$ cat src/rtl/sync_fifo_ext.sv
// Single-clock FIFO with selectable FWFT or registered read, programmable almost-full/almost-empty
// flags, an occupancy count and sticky overflow/underflow error flags.
module sync_fifo_ext #(
    parameter int FF_DEPTH  = 16,
    parameter int FF_WIDTH  = 8,
    parameter bit FWFT      = 1'b0,
    parameter int AFULL_TH  = FF_DEPTH - 2,
    parameter int AEMPTY_TH = 2
) (
    input  logic                      clk,
    input  logic                      rst,
    input  logic                      wren,
    input  logic [FF_WIDTH-1:0]       din,
    output logic                      full,
    output logic                      almost_full,
    input  logic                      rden,
    output logic [FF_WIDTH-1:0]       dout,
    output logic                      valid,
    output logic                      empty,
    output logic                      almost_empty,
    output logic [$clog2(FF_DEPTH):0] count,
    output logic                      overflow,
    output logic                      underflow,
    input  logic                      err_clr
);
    localparam int AW = $clog2(FF_DEPTH);
    localparam int CW = AW + 1;
    localparam logic [CW-1:0] DEPTH_C  = CW'(FF_DEPTH);
    localparam logic [CW-1:0] AFULL_C  = CW'(AFULL_TH);
    localparam logic [CW-1:0] AEMPTY_C = CW'(AEMPTY_TH);

    logic [FF_WIDTH-1:0] mem [FF_DEPTH];
    logic [CW-1:0]       wrptr;
    logic [CW-1:0]       rdptr;
    logic                rd_acc;
    logic                wr_acc;

    // Pointers carry one extra wrap bit, so the difference is the exact occupancy 0..FF_DEPTH.
    assign count        = wrptr - rdptr;
    assign empty        = (count == '0);
    assign full         = (count == DEPTH_C);
    assign almost_full  = (count >= AFULL_C);
    assign almost_empty = (count <= AEMPTY_C);

    assign rd_acc = rden & ~empty;
    assign wr_acc = wren & (~full | rd_acc);

    // NOTE: storage has no reset; the pointers alone decide which entries are live.
    always_ff @(posedge clk) begin
        if (wr_acc && !rst) begin
            mem[wrptr[AW-1:0]] <= din;
        end
    end

    // NOTE: non-blocking assignments throughout, so every register updates from pre-edge values.
    always_ff @(posedge clk) begin
        if (rst) begin
            wrptr <= '0;
            rdptr <= '0;
        end else begin
            if (wr_acc) wrptr <= wrptr + CW'(1);
            if (rd_acc) rdptr <= rdptr + CW'(1);
        end
    end

    // A new error event in the same cycle as err_clr leaves the flag set.
    always_ff @(posedge clk) begin
        if (rst) begin
            overflow  <= 1'b0;
            underflow <= 1'b0;
        end else begin
            if (wren && !wr_acc) overflow <= 1'b1;
            else if (err_clr)    overflow <= 1'b0;
            if (rden && empty)   underflow <= 1'b1;
            else if (err_clr)    underflow <= 1'b0;
        end
    end

    generate
        if (FWFT) begin : g_fwft
            assign dout  = mem[rdptr[AW-1:0]];
            assign valid = ~empty;
        end else begin : g_reg
            always_ff @(posedge clk) begin
                if (rst) begin
                    dout  <= '0;
                    valid <= 1'b0;
                end else begin
                    valid <= rd_acc;
                    if (rd_acc) dout <= mem[rdptr[AW-1:0]];
                end
            end
        end
    endgenerate

endmodule

$ cat config.mk
export PLATFORM = sky130hd
export DESIGN_NAME = sync_fifo_ext
export DESIGN_NICKNAME = d
export VERILOG_FILES = /design/src/rtl/sync_fifo_ext.sv
export SDC_FILE = /design/constraint.sdc
export NUM_CORES = 1
export LEC_CHECK = 0
export BUFFER_PORTS_ARGS = -buffer_cell sky130_fd_sc_hd__buf_2
export CORE_MARGIN = 2
export CORE_UTILIZATION = 55
export DETAILED_ROUTE_END_ITERATION = 16
export GPL_TIMING_DRIVEN = 0
export PLACE_DENSITY_LB_ADDON = 0.08
export SLEW_MARGIN = 0
export SYNTH_ARGS = -nofsm -noshare
export SYNTH_HDL_FRONTEND = slang
export SYNTH_SLANG_ARGS = --single-unit
$ cat constraint.sdc
create_clock -name clk -period 4.3 [get_ports clk]
set_input_delay 0.645 -clock clk [delete_from_list [all_inputs] [get_ports clk]]
set_output_delay 0.645 -clock clk [all_outputs]
set_load 0.1 [all_outputs]
[After elaboration in Yosys (flattened, before gate mapping)]
Memories as Yosys holds them, arrays and structs flattened. A register that Yosys moved wholly into a read port is not among the register bits.
Cells that the tools add are included.
Word-level totals
  bits in read-only memories: 0
  register bits: 13
  memories: 1
  RAM bits: 128
  latch bits: 0
  output and inout port bits: 20
  input bits: 13
Memory list
  mem: words 16, bits a word 8, rd ports 1, clocked after memory_dff 1, write ports 1, RTL line 32  | logic [FF_WIDTH-1:0] mem [FF_DEPTH];
Cells by class
  div/mod/pow operators: 0
  order comparisons: 2
  add/subtract/negate cells: 3
  shift-type cells: 0
  bitwise gates (word level): 5
  $mul: 0
  reduce and logical (&&, ||, !) cells: 8
  equality and inequality tests: 1
  mux-type cells: 5
Operator list (count)
  5-bit by 1-bit adder with 5-bit output, second input constant: 2
  5-bit == test, second input constant: 1
  5-bit by 4-bit >= comparator with 1-bit output, second input constant: 1
  5-bit by 2-bit less-or-equal comparator with 1-bit output, second input constant: 1
  5-bit logical NOT: 1
  1-bit two-way mux: 5
  5-bit subtractor: 1
  2-bit nonzero test: 2
  1-bit logical AND: 3
  1-bit bitwise AND: 2
  1-bit logical NOT: 2
  1-bit inverter: 2
  1-bit OR: 1

[Depth between registers and ports, before layout]
  depth after elaboration: 9
  depth in mapped cells: 10
  mapped depth without buffers: 9

[Worst setup path after synthesis]
Ideal clock, no wire load.
  path type: register to output
  from: reg rdptr[2]
  to: out full
  data arrival time: 4.314 ns
  path buffers: 2
  path slack: -0.659 ns
  stages on the path, launching flop included: 10
  cells stage by stage: dfxtp_1 -> buf_1 -> inv_1 -> ha_1 -> a21oi_1 -> nand2_1 -> xnor2_1 -> inv_1 -> buf_2 -> nor3_1
Between the ends
  longest elaborated chain between the ends: 2
Ends and longest elaborated chain
  from (decl): RTL line 34  | logic [CW-1:0] rdptr;
  from (signal assigned): RTL line 62  | if (rd_acc) rdptr <= rdptr + CW'(1);
  5-bit subtractor: RTL line 39  | assign count = wrptr - rdptr;
  net count[3]: RTL line 21  | output logic [$clog2(FF_DEPTH):0] count,
  5-bit == test: RTL line 41  | assign full = (count == DEPTH_C);
  to (decl): RTL line 14  | output logic full,
The timed path passes the listed nets, and every way through them passes these cells.

[Worst setup path in the final report]
  from: reg rdptr[2]
  to: out full
Between the ends
  longest elaborated chain between the ends: 2
Ends and longest elaborated chain (RTL line)
  5-bit subtractor: 39
  5-bit == test: 41
Every way passes these cells.

==> Flow_metrics.wiki <==
{| class="wikitable"
! Metric !! Value
|-
| Power Internal || 3.04 mW
|-
| Remaining global-route overflow || 0
|-
| Area of the die || 12400 µm²
|-
| Time the worst path needs with I/O delays and setup || 3.98 ns
|-
| Xor/xnor share of the synthesized area || 0.790%
|-
| Proportion of layout cells with a drive suffix above 1 || 29.8%
|-
| Reported leakage power || 2.48 nW
|-
| Vertical die dimension || 111 µm
|-
| Proportion of total power due to net switching || 41.8%
|-
| Clock buffer count from CTS || 17
|-
| Slew of the pin with the lowest slew margin || 1.19 ns
|-
| Via count of the first global-routing pass || 3755
|-
| Number of unique standard cell types used by synthesis || 49
|-
| Final GP Congestion || 0.881
|-
| Total number of placement rows || 39
|-
| Switching power || 2.18 mW
|-
| Crit-path max cell delay || 0.52 ns
|-
| TritonCTS clock tree || yes
|-
| Max capacitance violation total || 0
|-
| Max Slew Vio Count || 0
|-
| Synthesized-area fraction occupied by ao, oa, aoi and oai cells || 6.50%
|-
| Minimum setup slack after placement || -0.0406 ns
|-
| Initial Util || 55.9%
|-
| Final wirelength || 14100 µm
|-
| Master of the slowest instance on the critical path || sky130_fd_sc_hd__buf_2
|-
| Dominant combinational cell family by area after synthesis || multiplexers
|-
| Number of iterations in the first detailed-routing pass || 5
|-
| CTS HTree Levels || 4
|-
| Residual DRC || 0
|-
| Proportion of power drawn by the clock network || 27.2%
|-
| Floorplan core area || 11300 µm²
|-
| Count of flip-flops with a built-in enable after synthesis || 128
|-
| Layout net count || 477
|-
| Worst hold margin || 0.467 ns
|-
| Synth Warn # || 0
|-
| Sequential area share after synthesis || 67.3%
|-
| ANT cells || 0
|-
| Critical setup path kind || reg2out
|-
| Power density over the cells || 702 nW/µm²
|-
| Pin count of the biggest net entering global routing || 17
|-
| Seq pwr share || 32.4%
|-
| Detailed Place HPWL || 9560 µm
|-
| Number of clock sinks seen by CTS || 149
|-
| Clock latency of the later-clocked register in the worst-skew pair || 0.43 ns
|-
| Maximum operating frequency || 251 MHz
|-
| Die boundary width || 111 µm
|-
| Worst Hold Class || reg2reg
|-
| Share of power burned in combinational logic || 40.3%
|-
| Final-layout setup total negative slack || 0 ns
|-
| Layout-stage area growth over the synthesis result || 17.5%
|-
| Number of ports placed on the die boundary || 33
|-
| Syn Nets || 415
|-
| Placed cell count || 577
|-
| Post-Syn Instances || 392
|-
| DR vias || 3774
|-
| Clock root buffer || sky130_fd_sc_hd__clkbuf_16
|-
| Share of async-settable or async-resettable flops after synthesis || 0%
|-
| Count of nets left with antenna violations after detail routing || 0
|-
| Synthesized area || 6330 µm²
|-
| Maximum number of buffers from clock root to sink || 2
|-
| Nature of the critical path startpoint || register
|-
| Commonest register cell after synthesis || sky130_fd_sc_hd__edfxtp_1
|-
| Worst voltage drop across the vdd grid || 1.28 mV
|-
| Relative slew slack || 20.2%
|-
| Violation count after the first detailed-routing iteration || 488
|-
| Crit-path cells || clkbuf_2, inv_1, ha_1, a21oi_1, nand2_1, xnor2_1, inv_1, buf_2, nor3_2, buf_2
|-
| Post-CTS setup-driven buffer insertion count || 0
|-
| Hold violation total from the final report || 0
|-
| Post-route non-filler standard cell count || 610
|-
| Worst Clk Skew || 0.00755 ns
|-
| PortBufs || 30
|-
| Routed len/inst || 23.1 µm
|-
| Post-Syn Area per Cell || 16.2 µm²
|-
| Portion of netlist area occupied by mux cells || 12.4%
|-
| Total global-route track usage || 24.1%
|-
| Synthesized-area fraction occupied by adder cells || 2.09%
|-
| Highest net fanout along the worst path || 10
|-
| Required arrival time at the worst endpoint || 3.65 ns
|-
| Setup violations, final || 0
|-
| Ratio of routed vias to standard cells || 6.19
|-
| Setup repair after global routing missed its margin || no
|-
| Endpoint class of the critical path || output pin
|-
| Arrival time reported for the critical path endpoint || 3.33 ns
|-
| Worst path setup slack after routing || 0.321 ns
|-
| Antenna violations before repair || 0
|-
| Wire length of the first global-routing pass || 21800 µm
|-
| Post-synthesis share of cell area spent on and, or, nand and nor gates || 8.30%
|-
| Number of synthesized register bits || 149
|-
| Outcome || completed
|-
| Worst-path clk slew || 0.06 ns
|-
| Share of the clock period used by the worst path || 92.5%
|}
[power by group through the flow]
| stage | Combinational, mW | Clock [mW] | Sequential, mW |
|---|---|---|---|
| floorplan | 1.49 | 0 | 1.92 |
| global placement | 2.06 | 0 | 1.72 |
| detailed placement | 2.10 | 0 | 1.72 |
| CTS | 2.11 | 1.43 | 1.69 |
| global route | 2.23 | 1.50 | 1.70 |
| finish | 2.11 | 1.42 | 1.69 |
[flip-flops by register name (all words and copies together) (netlist names)]
name and count:
valid 1, wrptr 5, rdptr 5, mem 128, dout 8, overflow 1, underflow 1
[cell usage after synthesis, types with 2 or more instances]
cell | number | area (µm²)
sky130_fd_sc_hd__nor3b_1 | 2 | 15.0
sky130_fd_sc_hd__a31o_1 | 8 | 70.1
sky130_fd_sc_hd__a21oi_1 | 3 | 15.0
sky130_fd_sc_hd__a31oi_1 | 6 | 37.5
sky130_fd_sc_hd__o41ai_1 | 9 | 78.8
sky130_fd_sc_hd__nor2b_1 | 3 | 18.8
sky130_fd_sc_hd__o22ai_1 | 15 | 93.8
sky130_fd_sc_hd__mux2_2 | 4 | 45.0
sky130_fd_sc_hd__mux4_2 | 32 | 721
sky130_fd_sc_hd__nor4_1 | 8 | 50.1
sky130_fd_sc_hd__edfxtp_1 | 128 | 3840
sky130_fd_sc_hd__o31a_1 | 2 | 17.5
sky130_fd_sc_hd__ha_1 | 9 | 113
sky130_fd_sc_hd__clkbuf_1 | 16 | 60.1
sky130_fd_sc_hd__buf_2 | 8 | 40.0
sky130_fd_sc_hd__nand3b_1 | 9 | 67.6
sky130_fd_sc_hd__nand2_1 | 24 | 90.1
sky130_fd_sc_hd__nor2_1 | 17 | 63.8
sky130_fd_sc_hd__dfxtp_1 | 21 | 420
sky130_fd_sc_hd__buf_1 | 2 | 7.51
sky130_fd_sc_hd__nand3_1 | 2 | 10.0
sky130_fd_sc_hd__nor3_1 | 11 | 55.1
sky130_fd_sc_hd__nand4_1 | 7 | 43.8
sky130_fd_sc_hd__inv_1 | 10 | 37.5
sky130_fd_sc_hd__o311ai_0 | 2 | 17.5
sky130_fd_sc_hd__mux2i_1 | 2 | 20.0
sky130_fd_sc_hd__nand2b_1 | 3 | 18.8
sky130_fd_sc_hd__nor4b_1 | 5 | 43.8
sky130_fd_sc_hd__o211ai_1 | 3 | 22.5
sky130_fd_sc_hd__xor2_2 | 2 | 32.5
[metrics by stage]
| step | area (µm²) | power (mW) | util (%) |
|---|---|---|---|
| 6_report | 7440 | 5.22 | 65.7 |
| 5_1_grt | 7440 | 5.43 | 65.7 |
| 4_1_cts | 7430 | 5.23 | 65.6 |
| 3_5_place_dp | 6840 | 3.82 | 60.4 |
| 3_3_place_gp | 6680 | 3.78 | 59.0 |
| 2_1_floorplan | 6350 | 3.41 | - |
[cell usage in the layout, fill, tap and decap left out, types with 2 or more instances in the layout]
master	n
sky130_fd_sc_hd__buf_2	38
sky130_fd_sc_hd__ha_1	9
sky130_fd_sc_hd__a31oi_1	6
sky130_fd_sc_hd__mux4_2	32
sky130_fd_sc_hd__nor4b_2	4
sky130_fd_sc_hd__nor3b_1	2
sky130_fd_sc_hd__nor2b_1	3
sky130_fd_sc_hd__nand3b_1	9
sky130_fd_sc_hd__edfxtp_1	128
sky130_fd_sc_hd__dfxtp_1	21
sky130_fd_sc_hd__nand2_1	24
sky130_fd_sc_hd__nand4_1	7
sky130_fd_sc_hd__nor2_1	17
sky130_fd_sc_hd__o211ai_1	3
sky130_fd_sc_hd__o31a_1	2
sky130_fd_sc_hd__clkbuf_8	6
sky130_fd_sc_hd__clkbuf_1	22
sky130_fd_sc_hd__nor4_2	9
sky130_fd_sc_hd__o41ai_1	9
sky130_fd_sc_hd__buf_4	12
sky130_fd_sc_hd__nor3_2	5
sky130_fd_sc_hd__nor3_1	7
sky130_fd_sc_hd__o22ai_1	15
sky130_fd_sc_hd__clkbuf_16	17
sky130_fd_sc_hd__nand3_1	2
sky130_fd_sc_hd__xor2_2	2
sky130_fd_sc_hd__inv_1	10
sky130_fd_sc_hd__nand2b_1	3
sky130_fd_sc_hd__o311ai_0	2
sky130_fd_sc_hd__mux2i_1	2
sky130_fd_sc_hd__a31o_1	8
sky130_fd_sc_hd__a21oi_1	3
sky130_fd_sc_hd__mux2_2	4
[worst max-delay path: cells and delay by family (launching register included)]
| kind | cells | cell delay [ns] |
|---|---|---|
| buf+inv | 5 | 1.26 |
| simple gates | 2 | 0.52 |
| flops | 1 | 0.41 |
| fa+ha+maj | 1 | 0.35 |
| xor+xnor | 1 | 0.21 |
| compound gates | 1 | 0.15 |
[metal layers]
layer  vias up  global-route usage [%]  part of all wire, %
met5         -                       0                    0
met4         0                    9.30                  1.8
met3        23                    5.03                  6.2
met2       158                    39.6                   51
met1      1879                    32.2                   41
li1       1714                       -                    -
[kinds of logic after synthesis]
logic type | count (synthesis)
adder cells (fa/ha/maj) | 10
buffers and inverters | 39
multiplexers | 38
flip-flops | 149
XOR/XNOR | 4
AO/OA/AOI/OAI | 55
AND/OR/NAND/NOR | 97
[final cells by class]
class | count | area, µm²
Fill cell | 807 | 3880
Tap cell | 143 | 179
Clock buffer | 29 | 531
Timing Repair Buffer | 43 | 248
Sequential cell | 149 | 4260
Buffer | 27 | 120
Inverter | 12 | 45.0
Clock inverter | 3 | 42.5
Multi-Input combinational cell | 204 | 2010
[worst paths after layout]
kind / from / endpoint / slack [ns] / cells past startpoint
setup / recovery: rdptr[2]$_SDFFE_PP0P_ / full / 0.32 / 10
hold / removal: underflow$_SDFFE_PP0P_ / underflow$_SDFFE_PP0P_ / 0.47 / 2
setup reg to reg: wrptr[0]$_SDFFE_PP0P_ / mem[15][0]$_DFFE_PP_ / 0.43 / 10
hold reg to reg: underflow$_SDFFE_PP0P_ / underflow$_SDFFE_PP0P_ / 0.47 / 2
[what timing repair did]
action                     CTS  global route
setup endpoints to repair   15            37
gates resized for setup      2             1
hold buffers                 0             0
(Power assumes the default switching activity.)
